===== src/rtl/rv32i_pkg.sv =====
// Shared RV32I fetch types and constants: canonical NOP, default reset PC, IF/ID record.
package rv32i_pkg;

    localparam logic [31:0] NOP_INSTR        = 32'h0000_0013;
    localparam logic [31:0] RESET_PC_DEFAULT = 32'h0000_0000;

    typedef struct packed {
        logic        valid;
        logic [31:0] pc;
        logic [31:0] pc4;
        logic [31:0] instr;
        logic        misalign;
        logic        oor;
    } ifid_t;

endpackage


===== src/rtl/fetch_pc_gen.sv =====
// Next-PC select and PC register; iaddr is pc_q with zero added latency.
// Priority redirect > flush > stall > advance; advance_o flags a normal +4 step.
module fetch_pc_gen
    import rv32i_pkg::*;
#(
    parameter logic [31:0] RESET_PC = RESET_PC_DEFAULT
) (
    input  logic        clk,
    input  logic        rst,
    input  logic        stall_i,
    input  logic        flush_i,
    input  logic        redirect_valid_i,
    input  logic [31:0] redirect_pc_i,
    output logic [31:0] pc_o,
    output logic        advance_o
);

    logic [31:0] pc_q;
    logic [31:0] pc_d;

    always_comb begin
        pc_d      = pc_q;
        advance_o = 1'b0;
        if (redirect_valid_i) begin
            pc_d = redirect_pc_i;
        end else if (flush_i || stall_i) begin
            pc_d = pc_q;
        end else begin
            // Plain 32-bit add: wraps FFFF_FFFC -> 0 by construction.
            pc_d      = pc_q + 32'd4;
            advance_o = 1'b1;
        end
    end

    always_ff @(posedge clk) begin
        if (rst) begin
            pc_q <= RESET_PC;
        end else begin
            pc_q <= pc_d;
        end
    end

    assign pc_o = pc_q;

endmodule


===== src/rtl/fetch_stage.sv =====
// Instruction fetch: PC gen, IF/ID register with misalign/out-of-range faults, fetch counter.
// One-cycle fetch latency; stall holds PC and IF/ID, redirect/flush squash IF/ID.
module fetch_stage
    import rv32i_pkg::*;
#(
    parameter logic [31:0] RESET_PC   = RESET_PC_DEFAULT,
    parameter int          IMEM_WORDS = 32
) (
    input  logic        clk,
    input  logic        rst,
    output logic [31:0] iaddr,
    input  logic [31:0] idata,
    input  logic        stall_i,
    input  logic        flush_i,
    input  logic        redirect_valid_i,
    input  logic [31:0] redirect_pc_i,
    output logic        ifid_valid_o,
    output logic [31:0] ifid_pc_o,
    output logic [31:0] ifid_pc4_o,
    output logic [31:0] ifid_instr_o,
    output logic        ifid_misalign_o,
    output logic        ifid_oor_o,
    output logic [31:0] fetch_count_o
);

    // 33-bit limit so IMEM_WORDS*4 == 2^32 still compares correctly.
    localparam logic [32:0] IMEM_BYTES = 33'(IMEM_WORDS) * 33'd4;

    localparam ifid_t IFID_RESET = '{
        valid:    1'b0,
        pc:       32'h0,
        pc4:      32'h0,
        instr:    NOP_INSTR,
        misalign: 1'b0,
        oor:      1'b0
    };

    logic [31:0] pc;
    logic        advance;
    logic        misalign;
    logic        oor;
    ifid_t       ifid_q;
    ifid_t       ifid_d;
    logic [31:0] count_q;
    logic [31:0] count_d;

    fetch_pc_gen #(
        .RESET_PC(RESET_PC)
    ) u_pc_gen (
        .clk              (clk),
        .rst              (rst),
        .stall_i          (stall_i),
        .flush_i          (flush_i),
        .redirect_valid_i (redirect_valid_i),
        .redirect_pc_i    (redirect_pc_i),
        .pc_o             (pc),
        .advance_o        (advance)
    );

    assign iaddr    = pc;
    assign misalign = (pc[1:0] != 2'b00);
    assign oor      = ({1'b0, pc} >= IMEM_BYTES);

    always_comb begin
        ifid_d  = ifid_q;
        count_d = count_q;
        if (advance) begin
            ifid_d.valid    = 1'b1;
            ifid_d.pc       = pc;
            ifid_d.pc4      = pc + 32'd4;
            ifid_d.instr    = (misalign || oor) ? NOP_INSTR : idata;
            ifid_d.misalign = misalign;
            ifid_d.oor      = oor;
            count_d         = count_q + 32'd1;
        end else if (redirect_valid_i || flush_i) begin
            ifid_d.valid = 1'b0;
        end
    end

    always_ff @(posedge clk) begin
        if (rst) begin
            ifid_q  <= IFID_RESET;
            count_q <= 32'h0;
        end else begin
            ifid_q  <= ifid_d;
            count_q <= count_d;
        end
    end

    // A squashed entry keeps stale fields internally; mask them at the port.
    assign ifid_valid_o    = ifid_q.valid;
    assign ifid_pc_o       = ifid_q.pc;
    assign ifid_pc4_o      = ifid_q.pc4;
    assign ifid_instr_o    = ifid_q.valid ? ifid_q.instr : NOP_INSTR;
    assign ifid_misalign_o = ifid_q.valid & ifid_q.misalign;
    assign ifid_oor_o      = ifid_q.valid & ifid_q.oor;
    assign fetch_count_o   = count_q;

endmodule

===== config.mk =====
export PLATFORM = sky130hd
export DESIGN_NAME = fetch_stage
export DESIGN_NICKNAME = d
export VERILOG_FILES = /design/src/rtl/rv32i_pkg.sv /design/src/rtl/fetch_pc_gen.sv /design/src/rtl/fetch_stage.sv
export SDC_FILE = /design/constraint.sdc
export NUM_CORES = 1
export LEC_CHECK = 0
export CAP_MARGIN = 5
export CORE_ASPECT_RATIO = 1.4
export CORE_MARGIN = 4
export CORE_UTILIZATION = 52
export CTS_CLUSTER_SIZE = 10
export DETAILED_ROUTE_END_ITERATION = 12
export MAX_ROUTING_LAYER = met4
export PLACE_DENSITY = 0.92
export SLEW_MARGIN = 30
export SYNTH_ARGS = -nofsm -noshare
export SYNTH_HDL_FRONTEND = slang
export SYNTH_HIERARCHICAL = 1
export SYNTH_SLANG_ARGS = --single-unit

===== constraint.sdc =====
create_clock -name clk -period 4.4 [get_ports clk]
set_clock_uncertainty 0.1 [all_clocks]
set_input_delay 0.44 -clock clk [delete_from_list [all_inputs] [get_ports clk]]
set_output_delay 0.44 -clock clk [all_outputs]
set_load 0.01 [all_outputs]

==> flow_summary.toml <==
[status]
status = "finished clean"

[place]
place_congestion = 0.923
io_buffers = 231
hpwl_mm = 16.0

[synthesis]
async_flop_share_pct = 0
synth_area_leaders = "dfxtp_1 40%, buf_4 6.1%, nor2_1 5.7%, mux2i_1 4.6%, a22o_1 3.2%"
yosys.area.top_type_share_pct = 40.2
yosys_warnings = 6
ys.flop_type = "dfxtp_1"
synth_area_leader_cell = "dfxtp_1"
yosys-top-cells-count = "161 x dfxtp_1, 121 x nor2_1, 65 x buf_4"
synth_fp_nets = 990
synthDistinctLibCells = 51
synth_most_common_cell = "dfxtp_1"
syn_inst = 917
synth_edf_count = 0
syn_area_per_cell_um2 = 8.75
yosysSeqAreaShare_pct = 40.2
synth_area_um2 = 8030
synth_seq_cells = 161

[floorplan]
dieArea_um2 = 17500
core_area_um2 = 15100
die_w_um = 113
die_height_um = 155
initial_utilization_pct = 53.3
ios = 232
num_rows = 53

[timing]
rsz0062_at_grt = "false"
worst-slew-pin-transition_ns = 0.942
maxSlewViolCount = 0
finalSetupTns_ns = 0
relSlewSlack_pct = 37.2
final_hold_viol_count = 0
fmax_mhz = 338
final.min_clock_period_ns = 2.96
min_period_over_period_pct = 67.2
setup_viol = 0

[clock_network]
cts_tree = "yes"
ctsRootBufferMaster = "clkbuf_16"
clock_sinks = 161
post-cts-setup-buffers = 0
htreeDepth = 4
clock_latency_ns = 0.42
clk_pin_slew_ns = 0.06
cts_buffers = 17
clk_path_buf_depth = 2
ctsHoldBuffers = 0
post_cts_resized = 0

[power_and_ir_drop]
cellInternalPower_mw = 2.58
swShare_pct = 24.6
p_switching_mw = 0.842
pwr-share-seq_pct = 46.3
p_leak_nw = 3.51
p_per_area_nw_per_um2 = 325
power.share.clock_pct = 44.1
ir_drop_mv = 0.229
p_comb_share_pct = 9.6

[setup_path]
cp_max_fo = 62
reg2reg_depth = 4
cp-start-kind = "input pin"
cp.required_ns = 4.58
r2r_slack_ns = 1.61
cp-endpoint = "ifid_pc_o[9]$_SDFFE_PP0P_"
cp-startpoint = "stall_i"
critical_path_class = "in -> reg"
reg2reg_to = "u_pc_gen/pc_o[28]$_SDFFE_PP0N_"
end_kind = "flip-flop"
arrival_ns = 3.13
reg2reg_from = "u_pc_gen/pc_o[15]$_SDFFE_PP0N_"

[flow_run]
drv_cap = 0

[global_route]
grt.total_usage_pct = 26.3
antenna_found_initial = 0
grt-ovfl-total = 0
grt_pass1_wl_mm = 36.5
grt_pass1_vias = 7106
grt_max_degree = 88

[drt]
routed_wl_mm = 23.1
drtIter0Drc = 711
drc = 0
vias = 7440
post_drt_wl_per_cell_um = 18.4
routed_via_density = 5.93
ant_nets = 0
drt_pass1_iterations = 6

[worst_hold_path]
hold_path.class = "reg -> reg"
holdPathStages = 1

[final_layout]
antenna_cells = 0
final_nets = 1123
utilization_pct = 69.9
final_layout_size_suffix_gt1_share_pct = 5.46
area_growth_pct = 31.2
==> layout make-up <==
class,instances,area (um2)
clock buffers,19,443
repair buffers,237,2350
flip-flops and latches,161,3220
multi-input cells,613,4030
fillers,1148,4530
inverters,20,75.1
well taps,192,240
clock inverters,13,163
==> how the worst min path moves through the flow <==
stage               slack [ns]                    start                       to
global route              0.38  ifid_q[13]$_SDFFE_PP0P_  ifid_q[13]$_SDFFE_PP0P_
CTS                       0.38   ifid_q[4]$_SDFFE_PP0P_   ifid_q[4]$_SDFFE_PP0P_
finish                    0.37  ifid_q[20]$_SDFFE_PP0P_  ifid_q[20]$_SDFFE_PP0P_
global placement          0.35  ifid_q[23]$_SDFFE_PP0P_  ifid_q[23]$_SDFFE_PP0P_
detailed placement        0.36  ifid_q[15]$_SDFFE_PP0P_  ifid_q[15]$_SDFFE_PP0P_
floorplan                 0.34  ifid_q[22]$_SDFFE_PP0P_  ifid_q[22]$_SDFFE_PP0P_
==> critical path, cell delays in order <==
cell and delay (ns):
clkdlybuf4s50_1 0.60, nor3_2 0.46, buf_4 0.66, buf_4 0.59, mux2i_1 0.27, nor2_1 0.05
==> flip-flops by register name, indices dropped and copies added (netlist names) <==
register	cells
ifid_valid_o	1
u_pc_gen/pc_o	32
ifid_pc4_o	30
fetch_count_o	32
ifid_q	34
ifid_pc_o	32
==> through the flow <==
stage | power [mW] | hold WS, ns | worst slack (ns) | instance area (um2) | cells
finish | 3.43 | 0.370 | 1.44 | 10500 | 1255
global route | 3.54 | 0.385 | 1.25 | 10500 | 1255
CTS | 3.45 | 0.376 | 1.48 | 10500 | 1255
detailed placement | 1.94 | 0.359 | 1.04 | 9920 | 1223
global placement | 1.93 | 0.352 | 1.13 | 9920 | 1223
floorplan | 1.77 | 0.341 | 1.44 | 8030 | 917
==> layer usage <==
metal / track usage, % / vias up / routed length, um
li1: - / 3553 / -
met1: 29.8 / 3445 / 9240
met2: 44.0 / 364 / 11500
met3: 4.55 / 78 / 1410
met4: 13.9 / 0 / 984
met5: - / - / 0
==> cell usage in the layout, fill, tap and decap left out, types with 4 or more instances in the layout <==
| master | count |
|---|---|
| a311oi_1 | 26 |
| mux2i_1 | 37 |
| nand2b_1 | 5 |
| nor4_1 | 14 |
| clkinv_4 | 4 |
| xnor2_1 | 20 |
| dfxtp_1 | 160 |
| clkdlybuf4s50_1 | 230 |
| clkbuf_16 | 17 |
| o221ai_1 | 4 |
| a21oi_1 | 27 |
| nor2_1 | 120 |
| nor3_1 | 14 |
| ha_1 | 4 |
| and3_1 | 10 |
| or3_1 | 20 |
| o21ai_0 | 17 |
| or4_1 | 32 |
| a211oi_1 | 25 |
| nand2_1 | 32 |
| mux2_2 | 5 |
| and2_1 | 32 |
| a2111oi_0 | 4 |
| a22o_1 | 29 |
| o31ai_1 | 21 |
| xor2_1 | 15 |
| and4_1 | 9 |
| buf_4 | 7 |
| nor2b_1 | 8 |
| nand3_1 | 27 |
| nor3b_1 | 6 |
| inv_1 | 20 |
| nand4_1 | 26 |
==> power by group through the flow <==
stage	clock [mW]	combinational, mW	sequential, mW
after global placement	0	0.320	1.61
after global routing	1.59	0.354	1.59
final	1.51	0.330	1.59
after floorplan	0	0.174	1.59
after detailed placement	0	0.327	1.62
after CTS	1.53	0.330	1.58
==> kinds of logic after synthesis <==
group / share of synthesized area [%]
XOR/XNOR: 3.82
adder cells (fa/ha/maj): 0.624
multiplexers: 5.32
AO/OA/AOI/OAI: 14.3
buffers and inverters: 9.87
AND/OR/NAND/NOR: 25.9
flip-flops: 40.2
(Power assumes the default switching activity.)
